[config.mk]
export PLATFORM = sky130hd
export DESIGN_NAME = alu_reservation_station
export DESIGN_NICKNAME = d
export VERILOG_FILES = /design/src/rtl/alu_reservation_station.sv
export SDC_FILE = /design/constraint.sdc
export NUM_CORES = 2
export LEC_CHECK = 0
export ABC_CLOCK_PERIOD_IN_PS = 2200
export BUFFER_PORTS_ARGS = -buffer_cell sky130_fd_sc_hd__buf_2
export CORE_ASPECT_RATIO = 1.1
export CORE_MARGIN = 4
export CORE_UTILIZATION = 36
export DETAILED_ROUTE_END_ITERATION = 7
export GPL_TIMING_DRIVEN = 0
export PLACE_DENSITY_LB_ADDON = 0.2
export SLEW_MARGIN = 0
export SYNTH_ARGS = -nofsm -noshare
export SYNTH_HDL_FRONTEND = slang
export SYNTH_SLANG_ARGS = --single-unit
[constraint.sdc]
create_clock -name clk_in -period 2.2 [get_ports clk_in]
set_input_delay 0 -clock clk_in [delete_from_list [all_inputs] [get_ports clk_in]]
set_output_delay 0 -clock clk_in [all_outputs]
set_load 0.1 [all_outputs]
[src/rtl/alu_reservation_station.sv]
// ALU reservation station: holds dispatched micro-ops, wakes operands from two CDB ports, and issues one ready entry per cycle.
// Optional RS_WAKEUP_BYPASS_EN lets an operand broadcast this cycle count as ready for selection, giving one-cycle wakeup-to-dispatch.
module alu_reservation_station #(
  parameter int RS_SIZE   = 8,
  parameter int ROB_IDX_W = 4,
  parameter int OP_W      = 6
) (
  input  logic                 clk_in,
  input  logic                 rst_in,
  input  logic                 rdy_in,
  input  logic                 clear_in,
  input  logic                 issue_valid,
  input  logic [OP_W-1:0]      issue_op,
  input  logic [31:0]          issue_vj,
  input  logic [31:0]          issue_vk,
  input  logic                 issue_qj_busy,
  input  logic                 issue_qk_busy,
  input  logic [ROB_IDX_W-1:0] issue_qj,
  input  logic [ROB_IDX_W-1:0] issue_qk,
  input  logic [ROB_IDX_W-1:0] issue_rob_idx,
  output logic                 full,
  input  logic                 cdb_alu_valid,
  input  logic                 cdb_lsb_valid,
  input  logic [ROB_IDX_W-1:0] cdb_alu_rob_idx,
  input  logic [ROB_IDX_W-1:0] cdb_lsb_rob_idx,
  input  logic [31:0]          cdb_alu_value,
  input  logic [31:0]          cdb_lsb_value,
  output logic                 alu_valid,
  output logic [31:0]          alu_r1,
  output logic [31:0]          alu_r2,
  output logic [ROB_IDX_W-1:0] alu_rob_idx,
  output logic [OP_W-1:0]      alu_op
);
  // Handshake: issue_valid is legal only while full is low and is accepted on that edge;
  // alu_valid is a registered one-cycle issue with no back-pressure other than rdy_in, which freezes producer and consumer together.
  localparam int IDX_W = (RS_SIZE > 1) ? $clog2(RS_SIZE) : 1;

  logic [RS_SIZE-1:0]   busy, qj_busy, qk_busy;
  logic [OP_W-1:0]      op_q  [RS_SIZE];
  logic [31:0]          vj_q  [RS_SIZE];
  logic [31:0]          vk_q  [RS_SIZE];
  logic [ROB_IDX_W-1:0] qj_q  [RS_SIZE];
  logic [ROB_IDX_W-1:0] qk_q  [RS_SIZE];
  logic [ROB_IDX_W-1:0] rob_q [RS_SIZE];

  logic [RS_SIZE-1:0]   wake_j, wake_k, ready;
  logic [31:0]          wake_vj [RS_SIZE];
  logic [31:0]          wake_vk [RS_SIZE];
  logic                 sel_found;
  logic [IDX_W-1:0]     sel_idx, free_idx;
  logic [31:0]          sel_r1, sel_r2;
  logic                 in_j_hit, in_k_hit;

  function automatic logic cdb_hit(input logic [ROB_IDX_W-1:0] tag);
    return (cdb_alu_valid && cdb_alu_rob_idx == tag) || (cdb_lsb_valid && cdb_lsb_rob_idx == tag);
  endfunction

  // ALU port wins when both broadcasts carry the same tag.
  function automatic logic [31:0] cdb_val(input logic [ROB_IDX_W-1:0] tag);
    return (cdb_alu_valid && cdb_alu_rob_idx == tag) ? cdb_alu_value : cdb_lsb_value;
  endfunction

  always_comb begin
    for (int i = 0; i < RS_SIZE; i++) begin
      wake_j[i]  = busy[i] && qj_busy[i] && cdb_hit(qj_q[i]);
      wake_k[i]  = busy[i] && qk_busy[i] && cdb_hit(qk_q[i]);
      wake_vj[i] = cdb_val(qj_q[i]);
      wake_vk[i] = cdb_val(qk_q[i]);
`ifdef RS_WAKEUP_BYPASS_EN
      ready[i]   = busy[i] && (!qj_busy[i] || wake_j[i]) && (!qk_busy[i] || wake_k[i]);
`else
      ready[i]   = busy[i] && !qj_busy[i] && !qk_busy[i];
`endif
    end
  end

  // Descending scan leaves the lowest qualifying index in each result.
  always_comb begin
    sel_found = 1'b0;
    sel_idx   = '0;
    free_idx  = '0;
    for (int i = RS_SIZE - 1; i >= 0; i--) begin
      if (ready[i]) begin
        sel_found = 1'b1;
        sel_idx   = IDX_W'(i);
      end
      if (!busy[i]) free_idx = IDX_W'(i);
    end
  end

  always_comb begin
    sel_r1 = vj_q[sel_idx];
    sel_r2 = vk_q[sel_idx];
`ifdef RS_WAKEUP_BYPASS_EN
    if (wake_j[sel_idx]) sel_r1 = wake_vj[sel_idx];
    if (wake_k[sel_idx]) sel_r2 = wake_vk[sel_idx];
`endif
  end

  assign full     = &busy;
  assign in_j_hit = issue_qj_busy && cdb_hit(issue_qj);
  assign in_k_hit = issue_qk_busy && cdb_hit(issue_qk);

  always_ff @(posedge clk_in or negedge rst_in) begin
    if (!rst_in) begin
      busy        <= '0;
      qj_busy     <= '0;
      qk_busy     <= '0;
      alu_valid   <= 1'b0;
      alu_r1      <= '0;
      alu_r2      <= '0;
      alu_rob_idx <= '0;
      alu_op      <= '0;
      for (int i = 0; i < RS_SIZE; i++) begin
        op_q[i]  <= '0;
        vj_q[i]  <= '0;
        vk_q[i]  <= '0;
        qj_q[i]  <= '0;
        qk_q[i]  <= '0;
        rob_q[i] <= '0;
      end
    end else if (rdy_in) begin
      if (clear_in) begin
        busy      <= '0;
        alu_valid <= 1'b0;
      end else begin
        for (int i = 0; i < RS_SIZE; i++) begin
          if (wake_j[i]) begin
            vj_q[i]    <= wake_vj[i];
            qj_busy[i] <= 1'b0;
          end
          if (wake_k[i]) begin
            vk_q[i]    <= wake_vk[i];
            qk_busy[i] <= 1'b0;
          end
        end
        alu_valid <= sel_found;
        if (sel_found) begin
          busy[sel_idx] <= 1'b0;
          alu_r1        <= sel_r1;
          alu_r2        <= sel_r2;
          alu_rob_idx   <= rob_q[sel_idx];
          alu_op        <= op_q[sel_idx];
        end
        // The free slot was idle before this edge, so it never collides with wakeup or dispatch.
        if (issue_valid && !full) begin
          busy[free_idx]    <= 1'b1;
          op_q[free_idx]    <= issue_op;
          rob_q[free_idx]   <= issue_rob_idx;
          qj_q[free_idx]    <= issue_qj;
          qk_q[free_idx]    <= issue_qk;
          vj_q[free_idx]    <= in_j_hit ? cdb_val(issue_qj) : issue_vj;
          vk_q[free_idx]    <= in_k_hit ? cdb_val(issue_qk) : issue_vk;
          qj_busy[free_idx] <= issue_qj_busy && !in_j_hit;
          qk_busy[free_idx] <= issue_qk_busy && !in_k_hit;
        end
      end
    end
  end

  always @(posedge clk_in) begin
    if (rst_in && rdy_in && !clear_in && issue_valid)
      assert (!full) else $warning("issue_valid while reservation station full; op dropped");
  end
endmodule

==> impl_metrics.xml <==
<?xml version="1.0" encoding="UTF-8"?>
<metrics>
  <group name="pwr">
    <metric name="power_per_cell_area" unit="nW/µm²">794.5</metric>
    <metric name="peakVddDrop" unit="mV">0.7041</metric>
    <metric name="total_power" unit="µW">48760</metric>
    <metric name="power.static_leakage" unit="µW">0.02726</metric>
  </group>
  <group name="drt">
    <metric name="firstDrtPassIters" unit="">8</metric>
    <metric name="avgViaCountPerCell" unit="">6.725</metric>
    <metric name="dr_wl_met2" unit="µm">114800</metric>
    <metric name="dr.first_iter.drc_count" unit="">7418</metric>
    <metric name="vias" unit="">49458</metric>
    <metric name="routedWlPerCell" unit="µm">36.91</metric>
    <metric name="met1Wirelength" unit="µm">96300</metric>
    <metric name="ant_nets" unit="">0</metric>
    <metric name="wl" unit="µm">271400</metric>
    <metric name="top_signal_layer_used" unit="">met5</metric>
    <metric name="route.met3.wl" unit="µm">35080</metric>
    <metric name="drc" unit="">9</metric>
  </group>
  <group name="setup_path">
    <metric name="critical_path_required" unit="ns">2.82</metric>
    <metric name="cp_max_fo" unit="">6</metric>
    <metric name="critPathLaunchType" unit="">flop</metric>
    <metric name="reg2reg_slack" unit="ns">-0.23</metric>
    <metric name="path_class" unit="">reg -&gt; reg</metric>
    <metric name="path_common_cell" unit="">sky130_fd_sc_hd__clkbuf_16</metric>
    <metric name="crit_path_end_kind" unit="">flop</metric>
    <metric name="regToRegEndpoint" unit="">alu_r2[0]</metric>
    <metric name="cp_cell_sequence" unit="">or3b_4 -&gt; o211a_4 -&gt; clkbuf_16 -&gt; clkbuf_16 -&gt; a22oi_2 -&gt; o21ai_2 -&gt; a221oi_4 -&gt; a21oi_2</metric>
    <metric name="worst-r2r-cell-count" unit="">8</metric>
    <metric name="reg2reg_from" unit="">qk_busy[5]</metric>
    <metric name="cpPeakStageDelay" unit="ns">0.47</metric>
    <metric name="cpMaxStageDelayCell" unit="">sky130_fd_sc_hd__dfrtp_1</metric>
    <metric name="cp_data_arrival_time" unit="ns">3.05</metric>
  </group>
  <group name="finish">
    <metric name="layout-drive-gt1-share" unit="">0.3186</metric>
    <metric name="syn2layout_area_growth" unit="%">36.08</metric>
    <metric name="filler_cell_count" unit="">11422</metric>
    <metric name="nNetsFinal" unit="">5781</metric>
    <metric name="layout.cells.most_common_list" unit="">sky130_fd_sc_hd__nand2_1 (934), sky130_fd_sc_hd__dfrtp_1 (744), sky130_fd_sc_hd__nand3_1 (232), sky130_fd_sc_hd__mux2i_1 (220), sky130_fd_sc_hd__clkbuf_1 (214)</metric>
    <metric name="final_common_cell" unit="">sky130_fd_sc_hd__nand2_1</metric>
  </group>
  <group name="place">
    <metric name="dp_hpwl" unit="µm">183100</metric>
    <metric name="placement.io_buffers" unit="">149</metric>
    <metric name="dpl_worst_slack" unit="ns">-3.098</metric>
    <metric name="finalWeightedCongestion" unit="">1.037</metric>
  </group>
  <group name="floorplan">
    <metric name="core_rows" unit="">135</metric>
    <metric name="floorplan.die_area" unit="µm²">131000</metric>
    <metric name="initial_core_util" unit="">0.3643</metric>
    <metric name="pin_count" unit="">239</metric>
    <metric name="core_region_area" unit="µm²">123800</metric>
    <metric name="die_width" unit="µm">345.5</metric>
    <metric name="die_h" unit="µm">379.2</metric>
  </group>
  <group name="synthesis">
    <metric name="synth_top_family_by_area" unit="">compound AO/OA/AOI/OAI gates</metric>
    <metric name="synth_top_flop_cell" unit="">sky130_fd_sc_hd__dfrtp_1</metric>
    <metric name="synth.ff_latch_count" unit="">755</metric>
    <metric name="synthXorXnorAreaFrac" unit="">0.02680</metric>
    <metric name="synth-warning-count" unit="">0</metric>
    <metric name="postSynthNetCount" unit="">5179</metric>
    <metric name="synth_simple_gate_area_frac" unit="">0.1714</metric>
    <metric name="synth_top_area_frac" unit="">0.4189</metric>
    <metric name="proportion_of_register_bits_with_asynchronous_set_or_reset_after_synthesis" unit="">1.000</metric>
    <metric name="synth_mux_area_frac" unit="">0.08453</metric>
    <metric name="synth_sequential_area_ratio" unit="">0.4189</metric>
    <metric name="syn-instance-count" unit="">5016</metric>
    <metric name="post_synthesis_compound_gate_area_fraction" unit="">0.2317</metric>
    <metric name="cell_variety_after_synth" unit="">73</metric>
    <metric name="synth-adder-area-share" unit="">0</metric>
    <metric name="yosys.area.top_type" unit="">sky130_fd_sc_hd__dfrtp_1</metric>
    <metric name="mean_post_synth_cell_area" unit="µm²">8.992</metric>
    <metric name="count_of_flip_flops_with_a_built_in_enable_after_synthesis" unit="">0</metric>
    <metric name="netlist_top_cells_area" unit="">sky130_fd_sc_hd__dfrtp_1 (42%), sky130_fd_sc_hd__nand2_1 (7.9%), sky130_fd_sc_hd__a221oi_1 (6.3%), sky130_fd_sc_hd__o221a_2 (5.3%), sky130_fd_sc_hd__mux2i_1 (4.9%)</metric>
    <metric name="netlist_area" unit="µm²">45100</metric>
  </group>
  <group name="global_routing">
    <metric name="antenna_found_initial" unit="">18</metric>
    <metric name="grt_use_total" unit="">0.3926</metric>
    <metric name="first_global_vias" unit="">47189</metric>
    <metric name="maximum_number_of_pins_on_one_net_before_global_route_repair" unit="">111</metric>
    <metric name="grt_pass1_wl" unit="µm">368100</metric>
    <metric name="grt_ovf" unit="">0</metric>
  </group>
  <group name="run_status">
    <metric name="outcome" unit="">finished with violations</metric>
    <metric name="failing_checks" unit="">DRC, setup timing</metric>
  </group>
  <group name="cts">
    <metric name="clk_pin_slew" unit="ns">0.07</metric>
    <metric name="cts_root_buffer_type" unit="">sky130_fd_sc_hd__clkbuf_16</metric>
    <metric name="cts-buffers-inserted" unit="">93</metric>
    <metric name="insertion_delay" unit="ns">0.78</metric>
    <metric name="cts_buffer_depth" unit="">3</metric>
    <metric name="cts_tree" unit="">built</metric>
    <metric name="cts.sinks" unit="">755</metric>
    <metric name="htree_levels" unit="">3</metric>
  </group>
  <group name="hold_path">
    <metric name="min_path_type" unit="">in -&gt; reg</metric>
    <metric name="min_from" unit="">cdb_lsb_valid</metric>
    <metric name="hold_path_end" unit="">qk_busy[1]</metric>
    <metric name="worstHoldPathCells" unit="">6</metric>
  </group>
  <group name="timing">
    <metric name="timing.final.max_slew_violations" unit="">0</metric>
    <metric name="final_hold_viol_count" unit="">0</metric>
    <metric name="final-setup-viol-count" unit="">550</metric>
    <metric name="timing.final.crit_period" unit="ns">2.430</metric>
    <metric name="max_clock_freq" unit="GHz">0.4116</metric>
    <metric name="layout_setup_ws" unit="ns">-0.2297</metric>
    <metric name="finalClockSkew" unit="ns">0.04369</metric>
    <metric name="rsz0062_at_grt" unit="">yes</metric>
    <metric name="min_period_over_period" unit="">1.104</metric>
    <metric name="hold_ws" unit="ns">0.07405</metric>
    <metric name="relSlewSlack" unit="">0.1949</metric>
    <metric name="timing_worst_slew_pin_value" unit="ns">1.208</metric>
  </group>
  <group name="run">
    <metric name="maxCapViolations" unit="">0</metric>
  </group>
</metrics>
## cell usage after synthesis, types with 5 or more instances
library cell,n
sky130_fd_sc_hd__a211oi_1,76
sky130_fd_sc_hd__a21o_1,6
sky130_fd_sc_hd__a21oi_1,191
sky130_fd_sc_hd__a221oi_1,324
sky130_fd_sc_hd__a222oi_1,14
sky130_fd_sc_hd__a22o_1,21
sky130_fd_sc_hd__a22oi_1,45
sky130_fd_sc_hd__a32oi_1,22
sky130_fd_sc_hd__and2_1,35
sky130_fd_sc_hd__and3_1,34
sky130_fd_sc_hd__and4_1,5
sky130_fd_sc_hd__buf_1,32
sky130_fd_sc_hd__buf_2,71
sky130_fd_sc_hd__buf_4,11
sky130_fd_sc_hd__buf_6,5
sky130_fd_sc_hd__clkbuf_1,495
sky130_fd_sc_hd__dfrtp_1,755
sky130_fd_sc_hd__inv_1,135
sky130_fd_sc_hd__mux2_2,143
sky130_fd_sc_hd__mux2i_1,220
sky130_fd_sc_hd__nand2_1,946
sky130_fd_sc_hd__nand2b_1,10
sky130_fd_sc_hd__nand3_1,254
sky130_fd_sc_hd__nand4_1,5
sky130_fd_sc_hd__nor2_1,162
sky130_fd_sc_hd__nor2b_1,19
sky130_fd_sc_hd__nor3_1,163
sky130_fd_sc_hd__nor3b_1,10
sky130_fd_sc_hd__nor4_1,13
sky130_fd_sc_hd__o2111a_1,7
sky130_fd_sc_hd__o211a_1,34
sky130_fd_sc_hd__o211ai_1,7
sky130_fd_sc_hd__o21ai_0,117
sky130_fd_sc_hd__o21ai_1,6
sky130_fd_sc_hd__o21ai_2,20
sky130_fd_sc_hd__o21ai_4,10
sky130_fd_sc_hd__o221a_2,213
sky130_fd_sc_hd__o221ai_1,67
sky130_fd_sc_hd__o32a_1,32
sky130_fd_sc_hd__o32ai_1,22
sky130_fd_sc_hd__or2_2,7
sky130_fd_sc_hd__or3_1,63
sky130_fd_sc_hd__or3b_2,5
sky130_fd_sc_hd__xnor2_1,39
sky130_fd_sc_hd__xor2_1,99
## how the worst max path moves through the flow
stage / start / endpoint / slack, ns / depth (start not counted)
after CTS: busy[4] / alu_r2[12] / -0.15 / 9
after floorplan: busy[2] / vk_q[92] / -0.39 / 9
after detailed placement: busy[6] / alu_r2[15] / -3.10 / 8
after global placement: rst_in / vk_q[98] / -16.74 / 1
after global routing: busy[5] / alu_r1[24] / -0.23 / 9
final: qk_busy[5] / alu_r2[0] / -0.23 / 8
## worst max-delay path, delay by kind of cell, from the launching register on
| family | cells | cell delay (ns) |
|---|---|---|
| simple gates | 1 | 0.46 |
| flops | 1 | 0.47 |
| buf+inv | 2 | 0.41 |
| compound gates | 5 | 0.93 |
## kinds of logic (layout without fill, tap and decap cells)
kind of cell	after synthesis	count (layout)
AND/OR/NAND/NOR	1744	1745
multiplexers	363	363
XOR/XNOR	138	138
AO/OA/AOI/OAI	1264	1264
buffers and inverters	752	1431
flip-flops	755	755
other	0	14
## area by class of cell
type	instances	area [µm²]	share of cell area
clock buffers	134	2694	0.04389
clock inverters	39	419.2	0.006829
repair buffers	525	5175	0.08432
diodes	14	35.03	0.0005708
flip-flops and latches	755	18910	0.3081
inverters	137	514.2	0.008379
well taps	1644	2057	0.03352
plain buffers	596	4885	0.07959
multi-input cells	3510	26690	0.4348
## flip-flops by register name (all words and copies together), names as in the netlist
signal       count
qk_q            32
rob_q           32
qj_busy          8
vk_q           256
qj_q            32
alu_rob_idx      4
qk_busy          8
op_q            48
vj_q           256
alu_r1          32
alu_valid        1
alu_r2          32
busy             8
alu_op           6
## stage by stage
stage	util	instance area [µm²]	TNS (ns)	cells
6_report	0.4957	61370	-48.94	7354
2_1_floorplan	-	45230	-18.65	5016
4_1_cts	0.4713	58360	-32.41	7272
3_5_place_dp	0.3906	48360	-1210.51	6822
3_3_place_gp	0.3879	48030	-	6809
5_1_grt	0.4955	61350	-65.86	7344
## power by group
group	switching (µW)	internal [µW]	total, µW	leakage, µW
logic	9600	4280	13900	0.0165
registers	2220	16200	18400	0.00921
clock network	7030	9430	16500	0.00155
total	18800	29900	48800	0.0273
## per-layer routing
layer | track usage | vias to the layer above
met5 | 0.004824 | -
met4 | 0.2931 | 6
met3 | 0.1483 | 1260
met2 | 0.5789 | 3927
met1 | 0.4654 | 24582
li1 | - | 19683
## timing repair
item,CTS,global route
cloned,10,21
buffers inserted,128,50
pin swaps,126,85
setup endpoints to repair,755,805
resized for setup,1099,519
hold buffers,156,0
endpoints found under the hold margin,1010,0
Note: power is estimated with default switching activity, not from simulation.
